### config.mk
export PLATFORM = sky130hd
export DESIGN_NAME = fib_seq_engine_flat
export DESIGN_NICKNAME = d
export VERILOG_FILES = /design/src/rtl/fib_pkg.sv /design/src/rtl/fib_seq_engine_if.sv /design/src/rtl/fib_sat_add.sv /design/src/rtl/fib_seq_engine.sv /design/src/flat_wrapper.sv
export SDC_FILE = /design/constraint.sdc
export NUM_CORES = 1
export LEC_CHECK = 0
export ABC_AREA = 1
export BUFFER_PORTS_ARGS = -buffer_cell sky130_fd_sc_hd__buf_2
export CAP_MARGIN = 10
export CORE_AREA = 2 2 98 100
export CTS_BUF_LIST = sky130_fd_sc_hd__clkbuf_16
export CTS_CLUSTER_DIAMETER = 40
export CTS_CLUSTER_SIZE = 25
export DETAILED_ROUTE_END_ITERATION = 16
export DIE_AREA = 0 0 100 102
export PLACE_DENSITY = 0.71
export REMOVE_ABC_BUFFERS = 1
export SLEW_MARGIN = 40
export SYNTH_ARGS = -nofsm -noshare
export SYNTH_HDL_FRONTEND = slang
export SYNTH_SLANG_ARGS = --single-unit
### constraint.sdc
create_clock -name i_clk -period 3.26 [get_ports i_clk]
set_clock_uncertainty 0.15 [all_clocks]
set_input_delay 0.652 -clock i_clk [delete_from_list [all_inputs] [get_ports i_clk]]
set_output_delay 0.652 -clock i_clk [all_outputs]
set_load 0.01 [all_outputs]
### src/rtl/fib_pkg.sv
// -----------------------------------------------------------------------------
// fib_pkg
// Shared types and constants for the Fibonacci/Lucas sequence engine.
//   t_fib_state : engine controller states
//   t_fib_mode  : sequence selector (Fibonacci or Lucas)
//   seed0/seed1 : first two terms of the selected sequence
// -----------------------------------------------------------------------------
package fib_pkg;

  typedef enum logic [1:0] {
    IDLE    = 2'd0,
    OPERATE = 2'd1,
    DONE    = 2'd2
  } t_fib_state;

  typedef enum logic {
    FIB   = 1'b0,
    LUCAS = 1'b1
  } t_fib_mode;

  localparam int unsigned FIB_SEED0   = 0;
  localparam int unsigned FIB_SEED1   = 1;
  localparam int unsigned LUCAS_SEED0 = 2;
  localparam int unsigned LUCAS_SEED1 = 1;

  // Term 0 of the selected sequence.
  function automatic int unsigned seed0(input t_fib_mode mode);
    return (mode == LUCAS) ? LUCAS_SEED0 : FIB_SEED0;
  endfunction

  // Term 1 of the selected sequence.
  function automatic int unsigned seed1(input t_fib_mode mode);
    return (mode == LUCAS) ? LUCAS_SEED1 : FIB_SEED1;
  endfunction

endpackage

### src/rtl/fib_seq_engine_if.sv
// -----------------------------------------------------------------------------
// fib_seq_engine_if
// Request/response bundle between the input front end (master) and the
// sequence engine (slave).
//   i_start     : start request, honoured only while o_ready is high
//   i_mode      : 0 = Fibonacci, 1 = Lucas
//   i_idx       : sequence index n
//   o_ready     : engine idle, a start will be accepted
//   o_done_tick : one-cycle completion pulse
//   o_final     : result, held until the next completion
//   o_overflow  : result was clipped to the saturation ceiling
// -----------------------------------------------------------------------------
interface fib_seq_engine_if #(
  parameter int W     = 16,
  parameter int IDX_W = 6
);

  logic             i_start;
  logic             i_mode;
  logic [IDX_W-1:0] i_idx;
  logic             o_ready;
  logic             o_done_tick;
  logic [W-1:0]     o_final;
  logic             o_overflow;

  modport master (
    output i_start, i_mode, i_idx,
    input  o_ready, o_done_tick, o_final, o_overflow
  );

  modport slave (
    input  i_start, i_mode, i_idx,
    output o_ready, o_done_tick, o_final, o_overflow
  );

endinterface

### src/rtl/fib_sat_add.sv
// -----------------------------------------------------------------------------
// fib_sat_add
// Combinational adder for two sequence terms with a ceiling detector.
//   a, b : current terms (W bits)
//   sum  : low W bits of a + b
//   sat  : a + b (computed in W+1 bits, so it never wraps) exceeds MAX_VAL
// -----------------------------------------------------------------------------
module fib_sat_add #(
  parameter int              W       = 16,
  parameter longint unsigned MAX_VAL = 9999
) (
  input  logic [W-1:0] a,
  input  logic [W-1:0] b,
  output logic [W-1:0] sum,
  output logic         sat
);

  localparam logic [63:0] MAX64 = MAX_VAL;
  localparam logic [W:0]  LIMIT = MAX64[W:0];

  logic [W:0] full_sum;

  // The carry bit is kept so a sum past 2^W-1 still compares as large.
  assign full_sum = {1'b0, a} + {1'b0, b};
  assign sum      = full_sum[W-1:0];
  assign sat      = (full_sum > LIMIT);

endmodule

### src/rtl/fib_seq_engine.sv
// -----------------------------------------------------------------------------
// fib_seq_engine
// Iterative Fibonacci/Lucas term generator with start/ready/done handshake.
// Each OPERATE cycle advances the pair (a, b) by one term and counts n down;
// the walk stops when n reaches 0 or 1, or as soon as a required term would
// exceed MAX_VAL, in which case the result is clipped and o_overflow is set.
//   i_clk : clock, rising edge
//   i_rst : synchronous active-high reset
//   bus   : fib_seq_engine_if slave (start/mode/idx in, ready/done/result out)
// -----------------------------------------------------------------------------
module fib_seq_engine
  import fib_pkg::*;
#(
  parameter int              W       = 16,
  parameter int              IDX_W   = 6,
  parameter longint unsigned MAX_VAL = 9999
) (
  input  logic             i_clk,
  input  logic             i_rst,
  fib_seq_engine_if.slave  bus
);

  // Reject parameter sets the datapath cannot represent.
  if (W < 2 || W > 63) begin : g_bad_width
    $error("fib_seq_engine: W must be in 2..63");
  end
  if (MAX_VAL < 64'd2 || MAX_VAL > ((64'd1 << W) - 64'd1)) begin : g_bad_max
    $error("fib_seq_engine: MAX_VAL must be in 2..2^W-1");
  end

  localparam logic [63:0]      MAX64   = MAX_VAL;
  localparam logic [W-1:0]     MAX_W   = MAX64[W-1:0];
  localparam logic [IDX_W-1:0] IDX_ONE = IDX_W'(1);

  t_fib_state       state_q;
  logic [W-1:0]     a_q;
  logic [W-1:0]     b_q;
  logic [IDX_W-1:0] n_q;
  logic [W-1:0]     result_q;
  logic             overflow_q;
  logic             ready_q;
  logic             done_q;

  logic [W-1:0]     sum;
  logic             sat;
  t_fib_mode        start_mode;

  assign start_mode = t_fib_mode'(bus.i_mode);

  fib_sat_add #(
    .W       (W),
    .MAX_VAL (MAX_VAL)
  ) u_add (
    .a   (a_q),
    .b   (b_q),
    .sum (sum),
    .sat (sat)
  );

  // NOTE: every register here uses non-blocking assignment so all state moves
  // together on the edge; a blocking write would leak into later reads of the
  // same cycle and break the a/b shift.
  always_ff @(posedge i_clk) begin
    // NOTE: reset is synchronous and clears the datapath as well as the
    // controller, so an aborted run leaves no stale result on o_final.
    if (i_rst) begin
      state_q    <= IDLE;
      a_q        <= '0;
      b_q        <= '0;
      n_q        <= '0;
      result_q   <= '0;
      overflow_q <= 1'b0;
      ready_q    <= 1'b1;
      done_q     <= 1'b0;
    end else begin
      unique case (state_q)
        IDLE: begin
          done_q <= 1'b0;
          if (bus.i_start) begin
            a_q        <= W'(seed0(start_mode));
            b_q        <= W'(seed1(start_mode));
            n_q        <= bus.i_idx;
            overflow_q <= 1'b0;
            ready_q    <= 1'b0;
            state_q    <= OPERATE;
          end
        end

        OPERATE: begin
          if (n_q == '0) begin
            result_q <= a_q;
            done_q   <= 1'b1;
            state_q  <= DONE;
          end else if (n_q == IDX_ONE) begin
            result_q <= b_q;
            done_q   <= 1'b1;
            state_q  <= DONE;
          end else if (sat) begin
            // Only reached when term n is still needed, so a clip here
            // always reflects a genuinely out-of-range result.
            result_q   <= MAX_W;
            overflow_q <= 1'b1;
            done_q     <= 1'b1;
            state_q    <= DONE;
          end else begin
            a_q <= b_q;
            b_q <= sum;
            n_q <= n_q - IDX_ONE;
          end
        end

        DONE: begin
          done_q  <= 1'b0;
          ready_q <= 1'b1;
          state_q <= IDLE;
        end

        // NOTE: the unused encoding recovers to IDLE instead of locking up.
        default: begin
          done_q  <= 1'b0;
          ready_q <= 1'b1;
          state_q <= IDLE;
        end
      endcase
    end
  end

  assign bus.o_ready     = ready_q;
  assign bus.o_done_tick = done_q;
  assign bus.o_final     = result_q;
  assign bus.o_overflow  = overflow_q;

endmodule
### src/flat_wrapper.sv
// flat-port wrapper written by rule: the top's interface ports become plain ports
module fib_seq_engine_flat import fib_pkg::*;
#(
  parameter int              W       = 16,
  parameter int              IDX_W   = 6,
  parameter longint unsigned MAX_VAL = 9999
)
  (i_clk, i_rst, bus_i_start, bus_i_mode, bus_i_idx, bus_o_ready, bus_o_done_tick, bus_o_final, bus_o_overflow);
  fib_seq_engine_if #(.W(W), .IDX_W(IDX_W)) bus_i ();
  input  logic i_clk;
  input  logic i_rst;
  input wire logic [$bits(bus_i.i_start)-1:0] bus_i_start;
  input wire logic [$bits(bus_i.i_mode)-1:0] bus_i_mode;
  input wire logic [$bits(bus_i.i_idx)-1:0] bus_i_idx;
  output wire logic [$bits(bus_i.o_ready)-1:0] bus_o_ready;
  output wire logic [$bits(bus_i.o_done_tick)-1:0] bus_o_done_tick;
  output wire logic [$bits(bus_i.o_final)-1:0] bus_o_final;
  output wire logic [$bits(bus_i.o_overflow)-1:0] bus_o_overflow;
  assign bus_i.i_start = bus_i_start;
  assign bus_i.i_mode = bus_i_mode;
  assign bus_i.i_idx = bus_i_idx;
  assign bus_o_ready = bus_i.o_ready;
  assign bus_o_done_tick = bus_i.o_done_tick;
  assign bus_o_final = bus_i.o_final;
  assign bus_o_overflow = bus_i.o_overflow;
  fib_seq_engine #(.W(W), .IDX_W(IDX_W), .MAX_VAL(MAX_VAL)) u_core (.i_clk(i_clk), .i_rst(i_rst), .bus(bus_i));
endmodule
==> results.md <==
- The average cell area after synthesis is 5.938 um2.
- The count of cell types in the netlist is 35.
- sky130_fd_sc_hd__nand2_1 is the most common cell in the netlist.
- CTS saw 59 sinks.
- The floorplan die height is 102 um.
- The fraction of registers with async set/reset is 0%.
- The register area share after synthesis is 29.56%.
- The final wirelength is between 10 and 15 mm.
- The worst setup path is launched from a flip-flop.
- Buffers inserted during clock tree synthesis total 9.
- The aggregate global routing overflow is 0.
- The critical path starts at u_core.b_q[0]$_SDFFE_PP0P_.
- The global-route layer with the greatest usage is met2.
- The tree is rooted in a sky130_fd_sc_hd__clkbuf_16.
- The setup-violating endpoint count in the final report is 0.
- The number of antenna violations at the first check in global routing was 0.
- The area used by multi-input combinational logic is 2387 um2.
- In the post-synthesis netlist, the biggest area contributors are sky130_fd_sc_hd__dfxtp_1, sky130_fd_sc_hd__nand2_1, sky130_fd_sc_hd__nor2_1.
- The pin count of the biggest net entering global routing is 55.
- At the worst endpoint, the required time is 3.33 ns.
- The number of global-route vias before repair came to 3933.
- The met2 demand-to-capacity share in global routing is just under 40%.
- TritonCTS built the clock tree.
- The worst setup margin is 0.2312 ns.
- Along the worst path, the maximum fanout reaches 13.
- On the final layout, the worst hold slack is 0.3180 ns.
- For the pin with the worst max-slew slack, the measured transition is roughly 0.83 ns.
- The number of flops mapped to enable cells by yosys is 0.
- The total iterations of the first detailed-routing run is 7.
- The fraction of layout cells with a size suffix above 1 is about a tenth.
- Yosys printed 0 warnings.
- The worst setup slack before clock tree synthesis is 0.1087 ns.
- The largest vdd supply drop is 0.6848 mV.
- The largest total area in the synthesized netlist belongs to sky130_fd_sc_hd__dfxtp_1.
- The first-pass GRT wire length is approximately 18 mm.
- The layout filler cell count is 947.
- The fraction of met1 tracks used by global routing is approximately 28%.
- The final total negative setup slack is 0 ns.
- During I/O placement, the number of pins put on the boundary was 29.
- No sink is reached through more buffers than the 2 on the longest clock path.
- The number of levels in the clock H-tree is 3.
- Summed over all cells, the static leakage comes to 2.425 nW.
- The most used flip-flop cell after synthesis is sky130_fd_sc_hd__dfxtp_1.
- The net count of the finished layout is 727.
- Synthesis produced a netlist whose cell count is 673.
- The number of antenna repair diodes is 0.
- Using the TritonRoute via totals, the vias-per-cell ratio works out to 5.187.
- The share of synthesized area in the top cell type comes to 29.56%.
- The number of setup buffers added after CTS is 0.
- The category of the critical setup timing path is flip-flop to flip-flop.
- The post-synthesis instance area is between 3000 and 4000 um2.
- The tool flagged a number of max-cap violations equal to 0.
- The post-route total power is 0.005877 W.
- The worst path uses 92.91% of the clock period.
- The most critical setup path has its endpoint at u_core.bus.o_final[7]$_SDFFE_PP0P_.
- The detail route stage leaves a number of antenna-violating nets equal to 0.
- The highest clock rate is 330.2 MHz.
- Summing all placed instances gives a cell area of between 4000 and 5000 um2.
- In the routed design, unresolved DRC markers number 0.
- The wire length per cell is 13.72 um.
- For the worst flop-to-flop path, the logic depth is 17.
- The clock transition at the registers of the reported paths is 0.05 ns.
- The run finished with clean final reports.
- In this run the register-to-register setup slack is approximately 0.23 ns.
- The number of max-slew violations in the final report is 0.
- Setup repair after global routing could not meet its margin everywhere.
- The vias after detailed routing is 4217.
- The routing usage on met3 is 4.788%.
- The area growth from synthesis to final layout is 14.53%.
- The clock reaches the later pin of the worst-skew pair after 0.33 ns.
- The arrival time reported for the critical path endpoint is about 3.1 ns.
- The finished cells cover roughly 4600 um2.
- The DRC violation total after the first TritonRoute iteration is around 280.
- Routability-driven placement finished with a final weighted congestion of roughly 0.95.
- The worst min-delay path class is flip-flop to flip-flop.
- The number of buffers inserted by port buffering is 28.
- After synthesis the netlist holds a flip-flop and latch count of 59.
- After legalization and detailed placement, the total HPWL measured 7.797 mm.
- The initial utilization of the core area, before any placement, comes to a little over two fifths.
- The core region is slightly above 9000 um2.
- In the final layout, flip-flops and latches occupy 1181 um2.
- The die outline area is 10200 um2.
- Power spread over the standard cell area amounts to between 1000 and 1500 nW/um2.
- The endpoint identified for the worst register-to-register timing path is u_core.bus.o_final[7]$_SDFFE_PP0P_.
- Ranked by instance count, the synthesized netlist is headed by sky130_fd_sc_hd__nand2_1, sky130_fd_sc_hd__nor2_1, sky130_fd_sc_hd__inv_1.
- The worst pin sits at a relative slew slack of roughly 45%.
- In this run the critical register-to-register path is launched from u_core.b_q[0]$_SDFFE_PP0P_.
- The clock period could shrink to around 3 ns.
- In the global route stage, overall resource usage came out at 22.61%.
- The hold violation count in the final report is 0.
- The floorplan row count is 35.
- The kind of capture point of the worst setup path is a flip-flop.
- The horizontal die dimension is 100 um.
## repair_timing
item                       4_1_cts  5_1_grt
hold buffers                     0        0
setup endpoints to repair        0       54
gates resized for setup          0        8
## worst min path at each step
| stage | startpoint | endpoint | slack, ns | depth (start not counted) |
|---|---|---|---|---|
| 6_report | u_core.bus.o_ready$_SDFFE_PP1P_ | u_core.bus.o_ready$_SDFFE_PP1P_ | 0.32 | 2 |
| 3_5_place_dp | u_core.bus.o_overflow$_SDFFE_PP0P_ | u_core.bus.o_overflow$_SDFFE_PP0P_ | 0.31 | 2 |
| 2_1_floorplan | u_core.b_q[15]$_SDFFE_PP0P_ | u_core.b_q[15]$_SDFFE_PP0P_ | 0.30 | 2 |
| 5_1_grt | u_core.bus.o_overflow$_SDFFE_PP0P_ | u_core.bus.o_overflow$_SDFFE_PP0P_ | 0.35 | 2 |
| 4_1_cts | u_core.bus.o_ready$_SDFFE_PP1P_ | u_core.bus.o_ready$_SDFFE_PP1P_ | 0.32 | 2 |
| 3_3_place_gp | u_core.bus.o_ready$_SDFFE_PP1P_ | u_core.bus.o_ready$_SDFFE_PP1P_ | 0.29 | 2 |
## stage by stage
step           util, %  cells
6_report         50.25    813
5_1_grt          50.25    813
4_1_cts          49.67    812
3_5_place_dp     46.30    797
3_3_place_gp     46.28    797
2_1_floorplan        -    652
## final cells by class
| cell class | instances | area share [%] |
|---|---|---|
| clock buffers | 9 | 4.921 |
| clock inverters | 6 | 1.777 |
| inverters | 97 | 8.092 |
| multi-input cells | 497 | 52.16 |
| flip-flops and latches | 59 | 25.81 |
| well taps | 111 | 3.034 |
| repair buffers | 34 | 4.210 |
## cells in the final DEF, fill, tap and decap left out, drive strengths merged, types with 5 or more instances in the layout
cell type and instances:
nand2 188, nor2 156, inv 96, dfxtp 59, nand3 59, buf 34, a21oi 21, o21ai 21
ha 18, clkbuf 9, nand4 7, o22ai 5
## routing by layer
metal  share of wire (%)  routed length, um
met1                  45               4991
met2                  47               5257
met3                 5.8                652
met4                 2.3                254
met5                   0                  0
## sequential cells by signal (all words and copies together), names as in the netlist
name	flops
u_core.a_q	16
u_core.b_q	16
u_core.bus.o_final	16
u_core.n_q	6
u_core.state_q	2
u_core.bus.o_done_tick	1
u_core.bus.o_overflow	1
u_core.bus.o_ready	1
## where the power goes
group	leakage (nW)	internal [W]	switching, W	total, W
combinational	1.79	0.00118	0.00237	0.00355
clock	0.150	0.000659	0.000339	0.000998
sequential	0.485	0.00108	0.000244	0.00133
total	2.42	0.00292	0.00296	0.00588
## kinds of logic after synthesis
kind of cell	Yosys count	synth area share, %
simple gates	421	44.74
flops	59	29.56
fa+ha+maj	19	6.137
xor+xnor	4	0.8768
buf+inv	118	11.74
compound gates	52	6.951
## critical path, cell delays in order (launching register included)
cell and delay [ns]:
sky130_fd_sc_hd__dfxtp_1 0.35, sky130_fd_sc_hd__ha_1 0.21, sky130_fd_sc_hd__inv_1 0.07, sky130_fd_sc_hd__fa_1 0.40, sky130_fd_sc_hd__inv_1 0.13, sky130_fd_sc_hd__nand3_1 0.08, sky130_fd_sc_hd__nand2_1 0.13, sky130_fd_sc_hd__nand3_1 0.13
sky130_fd_sc_hd__nand4_1 0.10, sky130_fd_sc_hd__nand2_1 0.06, sky130_fd_sc_hd__nor2_1 0.14, sky130_fd_sc_hd__nor2_2 0.08, sky130_fd_sc_hd__nor2_4 0.16, sky130_fd_sc_hd__nand3_2 0.21, sky130_fd_sc_hd__nand2_8 0.19, sky130_fd_sc_hd__clkinvlp_4 0.17
sky130_fd_sc_hd__nor2_1 0.12, sky130_fd_sc_hd__nor2_1 0.05
Power figures use the tool's default switching activity.
